==> src/rtl/fetch_pc_sequencer.sv <==
`default_nettype none
// ============================================================================
// Module      : fetch_pc_sequencer
// Description : Fetch-stage controller. Owns the PC, issues one outstanding
//               instruction-memory request at a time, presents fetched
//               instructions to decode, applies branch/jump redirects and
//               discards fetches made stale by a redirect.
//               Optional feature macro: MISALIGN_TRAP_EN (misaligned redirect
//               target traps and halts fetch instead of being truncated).
// Revision    : 1.0 - initial release
// ============================================================================
module fetch_pc_sequencer #(
    parameter logic [31:0] RESET_VECTOR = 32'h0000_0000
) (
    input  logic        clk,
    input  logic        reset,
    output logic        imem_req_valid,
    input  logic        imem_req_ready,
    output logic [31:0] imem_req_addr,
    input  logic        imem_resp_valid,
    input  logic [31:0] imem_resp_data,
    input  logic        redirect_valid,
    input  logic [31:0] redirect_target,
    output logic        if_valid,
    output logic [31:0] if_pc,
    output logic [31:0] if_instr,
    input  logic        if_ready,
    output logic        flush_decode,
    output logic        trap_valid,
    output logic [31:0] trap_addr
);

    typedef enum logic [2:0] {
        S_IDLE  = 3'd0,
        S_REQ   = 3'd1,
        S_WAIT  = 3'd2,
        S_HOLD  = 3'd3,
        S_DRAIN = 3'd4,
        S_HALT  = 3'd5
    } state_t;

    state_t      state_q, state_d;
    logic [31:0] pc_q, pc_d;
    logic [31:0] req_addr_q, req_addr_d;
    logic [31:0] if_pc_q, if_pc_d;
    logic [31:0] if_instr_q, if_instr_d;
    logic        discard_q, discard_d;
    logic        halt_pend_q, halt_pend_d;
    logic        flush_q, flush_d;
    logic        trap_valid_q, trap_valid_d;
    logic [31:0] trap_addr_q, trap_addr_d;

    logic [31:0] w_target;
    logic        w_misalign;
    logic        w_live;
    logic        w_redir;
    logic        w_trap;

    // Low target bits are dropped; a misaligned target is either truncated
    // (default build) or raises a trap (trap build).
    assign w_target = redirect_target & 32'hFFFF_FFFC;
`ifdef MISALIGN_TRAP_EN
    assign w_misalign = (redirect_target[1:0] != 2'b00);
`else
    assign w_misalign = 1'b0;
`endif
    // Redirects are ignored once fetch is halted or a halt is pending.
    assign w_live  = redirect_valid && (state_q != S_HALT) && !halt_pend_q;
    assign w_redir = w_live && !w_misalign;
    assign w_trap  = w_live && w_misalign;

    // State and datapath registers with synchronous reset.
    always_ff @(posedge clk) begin
        if (reset) begin
            state_q      <= S_IDLE;
            pc_q         <= RESET_VECTOR;
            req_addr_q   <= 32'h0;
            if_pc_q      <= 32'h0;
            if_instr_q   <= 32'h0;
            discard_q    <= 1'b0;
            halt_pend_q  <= 1'b0;
            flush_q      <= 1'b0;
            trap_valid_q <= 1'b0;
            trap_addr_q  <= 32'h0;
        end else begin
            state_q      <= state_d;
            pc_q         <= pc_d;
            req_addr_q   <= req_addr_d;
            if_pc_q      <= if_pc_d;
            if_instr_q   <= if_instr_d;
            discard_q    <= discard_d;
            halt_pend_q  <= halt_pend_d;
            flush_q      <= flush_d;
            trap_valid_q <= trap_valid_d;
            trap_addr_q  <= trap_addr_d;
        end
    end

    // Next-state logic: fetch sequencing, redirect handling and trap entry.
    always_comb begin
        state_d      = state_q;
        pc_d         = pc_q;
        req_addr_d   = req_addr_q;
        if_pc_d      = if_pc_q;
        if_instr_d   = if_instr_q;
        discard_d    = discard_q;
        halt_pend_d  = halt_pend_q;
        trap_valid_d = trap_valid_q;
        trap_addr_d  = trap_addr_q;
        flush_d      = redirect_valid && (state_q != S_HALT);

        if (w_redir) begin
            pc_d = w_target;
        end

        case (state_q)
            S_IDLE: begin
                // pc_d already reflects a same-cycle redirect
                state_d    = S_REQ;
                req_addr_d = pc_d;
            end
            S_REQ: begin
                if (imem_req_ready) begin
                    state_d = (discard_q || w_live) ? S_DRAIN : S_WAIT;
                end else if (w_live) begin
                    // keep the old address on the bus until accepted
                    discard_d = 1'b1;
                end
            end
            S_WAIT: begin
                if (imem_resp_valid) begin
                    if (w_live) begin
                        state_d    = S_REQ;
                        req_addr_d = pc_d;
                    end else begin
                        if_instr_d = imem_resp_data;
                        if_pc_d    = req_addr_q;
                        state_d    = S_HOLD;
                    end
                end else if (w_live) begin
                    state_d = S_DRAIN;
                end
            end
            S_HOLD: begin
                // redirect wins over a simultaneous consume
                if (w_live) begin
                    state_d    = S_REQ;
                    req_addr_d = pc_d;
                end else if (if_ready) begin
                    pc_d       = pc_q + 32'd4;
                    req_addr_d = pc_q + 32'd4;
                    state_d    = S_REQ;
                end
            end
            S_DRAIN: begin
                if (imem_resp_valid) begin
                    discard_d = 1'b0;
                    if (halt_pend_q) begin
                        halt_pend_d = 1'b0;
                        state_d     = S_HALT;
                    end else begin
                        state_d    = S_REQ;
                        req_addr_d = pc_d;
                    end
                end
            end
            S_HALT: begin
                state_d = S_HALT;
            end
            default: begin
                state_d = S_IDLE;
            end
        endcase

        // Trap: PC frozen, halt once any in-flight response has drained.
        if (w_trap) begin
            trap_valid_d = 1'b1;
            trap_addr_d  = redirect_target;
            discard_d    = 1'b0;
            if ((state_q == S_REQ   && imem_req_ready)   ||
                (state_q == S_WAIT  && !imem_resp_valid) ||
                (state_q == S_DRAIN && !imem_resp_valid)) begin
                state_d     = S_DRAIN;
                halt_pend_d = 1'b1;
            end else begin
                state_d = S_HALT;
            end
        end
    end

    assign imem_req_valid = (state_q == S_REQ);
    assign imem_req_addr  = req_addr_q;
    assign if_valid       = (state_q == S_HOLD);
    assign if_pc          = if_pc_q;
    assign if_instr       = if_instr_q;
    assign flush_decode   = flush_q;
    assign trap_valid     = trap_valid_q;
    assign trap_addr      = trap_addr_q;

endmodule
`default_nettype wire

==> config.mk <==
export PLATFORM = sky130hd
export DESIGN_NAME = fetch_pc_sequencer
export DESIGN_NICKNAME = d
export VERILOG_FILES = /design/src/rtl/fetch_pc_sequencer.sv
export SDC_FILE = /design/constraint.sdc
export NUM_CORES = 1
export LEC_CHECK = 0
export ABC_AREA = 1
export CORE_ASPECT_RATIO = 2
export CORE_MARGIN = 3
export CORE_UTILIZATION = 48
export DETAILED_ROUTE_END_ITERATION = 10
export HOLD_SLACK_MARGIN = 0.1
export MAX_ROUTING_LAYER = met4
export PLACE_DENSITY = 0.86
export SLEW_MARGIN = 5
export SYNTH_ARGS = -nofsm -noshare
export SYNTH_HDL_FRONTEND = slang
export SYNTH_SLANG_ARGS = --single-unit
==> constraint.sdc <==
create_clock -name clk -period 2.2 [get_ports clk]
set_input_delay 0.33 -clock clk [delete_from_list [all_inputs] [get_ports clk]]
set_output_delay 0.33 -clock clk [all_outputs]
set_load 0.02 [all_outputs]
# Word-level counts from Yosys, hierarchy flattened
# Cells that the tools add are included.
[word_totals]
regBits = 133
inputBits = 70
[op_classes]
n_mux = 23
eq_ne = 14
addsub = 1
bitwise = 1
reduce_logical = 9
[op_table]
columns = ["operator", "count"]
rows = [
  ["32-bit two-way mux", 9],
  ["32-bit one-hot mux with 4 select lines", 1],
  ["32-bit by 3-bit adder with 32-bit output, second input constant", 1],
  ["3-bit two-way mux", 7],
  ["3-bit one-hot mux with 6 select lines", 1],
  ["2-bit inequality test, second input constant", 4],
  ["4-bit AND reduction", 2],
  ["3-bit by 2-bit == test with 1-bit output, second input constant", 2],
  ["3-bit == test, second input constant", 2],
  ["3-bit inequality test, second input constant", 2],
  ["5-bit AND reduction", 1],
  ["2-bit by 1-bit inequality test with 1-bit output, second input constant", 2],
  ["4-bit nonzero test", 1],
  ["3-bit by 1-bit == test with 1-bit output, second input constant", 1],
  ["3-bit zero test", 1],
  ["1-bit two-way mux", 3],
  ["3-bit by 1-bit inequality test with 1-bit output, second input constant", 1],
  ["3-bit AND reduction", 1],
  ["2-bit two-way mux", 1],
  ["1-bit one-hot mux with 2 select lines", 1],
  ["2-bit nonzero test", 1],
  ["1-bit logical AND", 1],
  ["1-bit logical OR", 1],
  ["1-bit inverter", 1],
]

# Logic depth before layout (Yosys ltp)
# Gate-level depths: netlist of the first run.
[depth]
depth_word = 6
mapped_depth = 12
depth_no_buf = 11

# Worst setup path after synthesis of the first run
# Ideal clock, no wire load.
[synth_timing]
path_kind = "register -> register"
start = "register state_q[0]"
end = "register state_q[0]"
stages_incl_launch_ff = 8
arrival_time_ps = 1583
setup_ps = 125
t_required_ps = 2075
setup_slack_ps = 492
path_cell_list = "dfxtp_1 > inv_2 > nor3_1 > nand2_1 > o21ai_1 > nor2_1 > o21ai_0 > a21oi_1"
[synth_between]
elab_cells_between_ends = 15
cone_classes = "10 x eq/ne; 2 x mux; 3 x reduce/logical"
[synth_lines]
columns = ["element", "line", "source"]
rows = [
  ["start, declared", "42", "state_t state_q, state_d;"],
  ["start signal, assigned", "86", "state_q <= state_d;"],
  ["3-bit by 1-bit == test with 1-bit output *", "-", ""],
  ["via imem_req_valid", "17", "output logic imem_req_valid,"],
  ["2-bit by 1-bit inequality test with 1-bit output (no line)", "-", ""],
  ["4-bit AND reduction (no line)", "-", ""],
]
# The timed path passes the listed nets; every way through them passes the cells marked *.
# A chain may end at the register's enable or synchronous reset.

# Final worst setup path of the first run
[layout_timing]
start = "register state_q[1]"
end = "output port if_valid"
[layout_between]
elab_chain_cells = 1
[layout_lines]
columns = ["element", "line", "source"]
rows = [
  ["3-bit by 2-bit == test with 1-bit output", "193", "assign if_valid = (state_q == S_HOLD);"],
  ["end, declared", "24", "output logic if_valid,"],
]
# No other way between the ends.

==> results.cfg, run 1 <==
[status]
status = finished, final reports clean

[synthesis]
yosysWarnings = 0
yosys.area.top_type_share_pct = 39.50
synth.avg_cell_area_um2 = 6.641
ys_ff_latch = 133
synth_edf_count = 0
synth_area_leaders = dfxtp_1 40%, nand2_1 13%, o21ai_0 10%
synthArstFlopShare_pct = 0
synth_largest_area_cell = dfxtp_1
yosysUniqueCellTypes = 34
ys_seq_area_share_pct = 39.50
syn-cell-area_um2 = 6740
synthCells = 1015
synth_flop_cell = dfxtp_1

[layout]
nets = 1241
final_cells = 1369
drive_above_1_share_pct = 6.678
area_growth_pct = 35.79
diodes = 0

[grt]
grt_pass1_vias = 6821
grt_max_degree = 67
overflow = 0
grt_pass1_wl_mm = 32.42
track_usage_pct = 26.35
antenna_found_initial = 0

[routing]
antenna_left = 0
dr.pass1.iters = 8
topRoutingLayerUsed = met4
wl_met2_mm = 10.95
drc = 0
drtIter0Drc = 535
routed_via_density = 5.264
wire_per_inst_um = 14.90
wl_met1_mm = 7.063
wirelength_mm = 20.40
vias = 7207
met3_length_mm = 1.267

[timing]
fmax_mhz = 470.8
timing.setup.tns_ps = 0
report.final.slew_viol_count = 0
hold_viol = 0
fin_crit_ps = 2124
period_share_pct = 96.55
fin_worst_skew_ps = 11.45
rsz0062_at_grt = no
final-setup-viol-count = 0

[placed_design]
port-buffer-count = 166
gp_congestion = 0.9419
place_inst = 1337
dp_hpwl_mm = 14.78

[worst_hold_path]
min_path_cells = 2
hp-class = register to register

[floorplanning]
die-area_um2 = 15590
ios = 202
die_x_um = 89.79
placementRows = 60
core_area_um2 = 13590
start_util_pct = 49.60
die_h_um = 173.6

[clocking]
clockBufferDepth = 2
ctsHoldBuffers = 0
numCtsBuffers = 17
clk_pin_slew_ps = 60
cts_tree = yes
clockRootBuffer = clkbuf_16
clkLatencyLatePin_ps = 420
clock_sinks = 133
htree_levels = 4

[setup_path]
cp_max_fo = 6
cp.required_ps = 1870
startpoint_type = register
worst_path_max_delay_cell = clkdlybuf4s50_1
slowest_delay_ps = 600
critPathKind = register to output port
crit_chain = inv_2 > nor2_2 > nand2_2 > clkinv_1 > clkdlybuf4s50_1
reg2reg_depth = 9
cp-end-kind = output port
arrival_ps = 1790

[pwr]
p_leak_nw = 3.687
cellPowerDensity_nw_per_um2 = 925.4
vdd_drop_max_uv = 592.4

[run]
drv_cap = 0
timing repair:
item / CTS / global route
endpoints found under the hold margin: 0 / 0
resized for setup: 1 / 1
buffers inserted: 0 / 0
setup endpoints to repair: 1 / 1
placed cells by master, fill, tap and decap left out, drive strengths merged, types with 24 or more instances in the layout:
master,n
nand2,243
clkdlybuf4s50,165
o21ai,141
dfxtp,133
inv,127
a21oi,124
nor2,94
conb,33
nand3,33
buf,24
critical path, delay by kind of cell, from the launching register on:
kind | cells | cell delay, ps
buffers and inverters | 3 | 730
and+or+nand+nor | 2 | 250
DFF | 1 | 390
cell usage after synthesis (4+ instances only):
library cell and number:
a21oi_1 124, buf_2 14, buf_4 34, clkbuf_1 35, dfxtp_1 133, inv_1 111
inv_2 5, nand2_1 238, nand2_2 5, nand3_1 33, nand3b_1 6, nand4_1 6
nor2_1 87, o211ai_1 5, o21ai_0 138, xnor2_1 4, xor2_1 10
where the power goes:
group          switching, mW  total, mW  internal (mW)  leakage (nW)
Sequential             0.292       3.03           2.74          1.09
Clock                   1.22       2.95           1.72         0.293
Combinational           1.45       2.49           1.04          2.31
Total                   2.97       8.47           5.50          3.69
layout make-up:
class,instances,area (um^2)
tap,186,232.7
multi-input combinational,710,3282
clock buffer,17,425.4
clock inverter,15,183.9
sequential,133,2664
fill,1116,4436
inverter,118,445.4
timing repair buffer,190,1919
sequential cells by signal, indices dropped and copies added, names as in the netlist:
signal	flops
if_instr	32
if_pc	32
imem_req_addr	32
pc_q	32
state_q	3
discard_q	1
flush_decode	1
path summary, 6_finish.rpt:
kind	endpoint	start	slack, ps
worst max-delay path	if_valid	state_q[1]	80
worst min-delay path	if_instr[3]	if_instr[3]	440
worst max register to register	imem_req_addr[13]	pc_q[6]	360
worst min register to register	if_instr[3]	if_instr[3]	440
metrics by stage:
stage	cell area (um^2)	power, mW	util, %	hold slack, ps	worst slack [ps]
after floorplan	6860	4.476	-	425.8	491.7
after global placement	8539	5.497	62.85	429.1	157.1
after detailed placement	8539	5.545	62.85	433.3	111.3
after CTS	9150	8.503	67.34	442.2	62.98
after global routing	9153	8.859	67.36	458.1	3.543
final	9153	8.470	67.36	439.1	75.87
metal layers:
metal,vias to the layer above,GRT usage [%]
met5,-,-
met4,0,16.95
met3,93,4.301
met2,370,49.34
met1,3236,24.26
li1,3508,-
kinds of logic (layout without fill, tap and decap cells):
| family | count (synthesis) | after routing | share of synthesized area, % |
|---|---|---|---|
| AND/OR/NAND/NOR | 386 | 386 | 23.72 |
| AO/OA/AOI/OAI | 276 | 276 | 20.94 |
| buffers and inverters | 204 | 340 | 13.77 |
| flip-flops | 133 | 133 | 39.50 |
| XOR/XNOR | 14 | 14 | 1.819 |
| adder cells (fa/ha/maj) | 1 | 1 | 0.1856 |
| other | 1 | 33 | 0.05564 |
No activity file was read; power rests on OpenSTA's default activity.
==> inputs of run 2 (changes only) <==
Settings changed: ABC_CLOCK_PERIOD_IN_PS from default to 2200.
==> results of run 2 <==
Same layout as run 1: the final DEF is identical, and so are final timing and power.
==> inputs of run 3 (changes only) <==
Settings changed: RECOVER_POWER from default to 50.
==> run 3 against run 2 <==
  * Sequential power barely moved
  * Setup slack improved by 9.2 ps
  * Critical path depth did not move
  * Register-to-register slack got worse by 190 ps
  * Die area did not move
  * Via count rose by 0.12%
  * Total power fell by 0.93%
  * First-iteration DRC count rose by 0.37%
  * Clock skew fell by 3.0 ps
  * Hold slack got worse by 2.7 ps
  * Critical path type unchanged
  * Highest routed layer unchanged
==> results.cfg, run 3 (synthesis gave the netlist of run 1 again) <==
[setup_path]
cp_max_fo = 6
cp.required_ps = 1870
crit_chain = inv_2 > nor2_2 > nand2_2 > clkinv_1 > clkdlybuf4s50_1
r2r_end = pc_q[3]
cp_top_family = buffers and inverters
startpoint_type = register
path_buf_inv = 3
r2r-start = state_q[0]
cp-end-kind = output port
arrival_ps = 1780
r2r_slack_ps = 170
worst_path_max_delay_cell = clkdlybuf4s50_1
critPathKind = register to output port
reg2reg_depth = 11
cp.depth = 5
slowest_delay_ps = 600

[timing]
whs_ps = 436.4
fin_crit_ps = 2115
final-setup-viol-count = 0
fmax_mhz = 472.8
rsz0062_at_grt = no
hold_viol = 0
relSlewSlack_pct = 64.42
timing.setup.tns_ps = 0
period_share_pct = 96.14
fin_worst_skew_ps = 8.494
worst_slew_pin_slew_ps = 533.6
report.final.slew_viol_count = 0

[placed_design]
port-buffer-count = 166
gp_congestion = 0.9419
post_dp_cell_area_um2 = 8539
place_inst = 1337
dp_hpwl_mm = 14.78

[routing]
wire_per_inst_um = 14.91
wirelength_mm = 20.41
routed_via_density = 5.271
vias = 7216
drtIter0Drc = 537
antenna_left = 0
dr.pass1.iters = 8
drc = 0

[layout]
final_cell_mix = 239 x nand2_1, 138 x o21ai_0, 132 x dfxtp_1
final_common_cell = nand2_1
diodes = 0
drive_above_1_share_pct = 6.255
final_cells = 1369
nets = 1241
area_growth_pct = 35.21
stdcell_area_um2 = 9114

[floorplanning]
placementRows = 60
die_h_um = 173.6
start_util_pct = 49.60
die-area_um2 = 15590
die_x_um = 89.79
ios = 202
core_area_um2 = 13590

[pwr]
cellPowerDensity_nw_per_um2 = 920.7
p_leak_nw = 3.923
vdd_drop_max_uv = 582.4

[clocking]
numCtsBuffers = 17
post-cts-setup-buffer-count = 0
htree_levels = 4
clock_sinks = 133
ctsHoldBuffers = 0
clockRootBuffer = clkbuf_16
clockBufferDepth = 2
cts_tree = yes
clkLatencyLatePin_ps = 420
clk_pin_slew_ps = 60

[run]
drv_cap = 0

[worst_hold_path]
min_path_cells = 2
whs_endpoint = if_instr[3]
hp-class = register to register
worstHoldStart = if_instr[3]

[grt]
grt_pass1_wl_mm = 32.42
track_usage_pct = 26.35
overflow = 0
grt_pass1_vias = 6821
antenna_found_initial = 0
grt_max_degree = 67

[status]
status = finished, final reports clean
[run 3: worst max path at each step]
stage	startpoint	endpoint	slack, ps
detailed placement	imem_resp_valid	imem_req_addr[1]	110
CTS	state_q[0]	imem_req_valid	60
global route	state_q[1]	if_valid	4
global placement	redirect_valid	imem_req_addr[14]	160
finish	state_q[1]	if_valid	90
floorplan	state_q[0]	state_q[0]	490
[run 3: power by group]
part / internal [mW] / leakage, nW / total [mW] / switching, mW
registers: 2.74 / 1.09 / 3.02 / 0.286
logic: 0.983 / 2.54 / 2.43 / 1.44
clock network: 1.72 / 0.293 / 2.94 / 1.22
[run 3: metrics by stage]
stage | setup slack (ps) | util, % | total power, mW
after floorplan | 491.7 | - | 4.476
after global placement | 157.1 | 62.85 | 5.497
after detailed placement | 111.3 | 62.85 | 5.545
after CTS | 62.98 | 67.34 | 8.503
after global routing | 3.544 | 67.07 | 8.791
final | 85.02 | 67.07 | 8.391
[run 3: worst min-delay path: cells and delay by family, from the launching register on]
kind | cells | cell delay (ps)
AOI/OAI and AO/OA | 1 | 50
DFF | 1 | 300
buffers and inverters | 1 | 40
[run 3: what timing repair did]
item | 4_1_cts | 5_1_grt
endpoints found under the setup margin | 1 | 1
pin swaps | 0 | 0
cloned | 0 | 0
gates resized for setup | 1 | 1
[run 3: cell type report]
type                    instances  area, um^2
clock buffers                  17       425.4
repair buffers                190        1901
inverters                     118       445.4
well taps                     186       232.7
multi-input cells             710        3262
flip-flops and latches        133        2664
fillers                      1123        4474
clock inverters                15       183.9
[run 3: metal layers]
metal / up-vias / GRT usage (%) / part of all wire (%)
met5: - / - / 0
met2: 343 / 49.34 / 54
met1: 3272 / 24.26 / 35
met3: 93 / 4.301 / 6.1
li1: 3508 / - / -
met4: 0 / 16.95 / 5.3
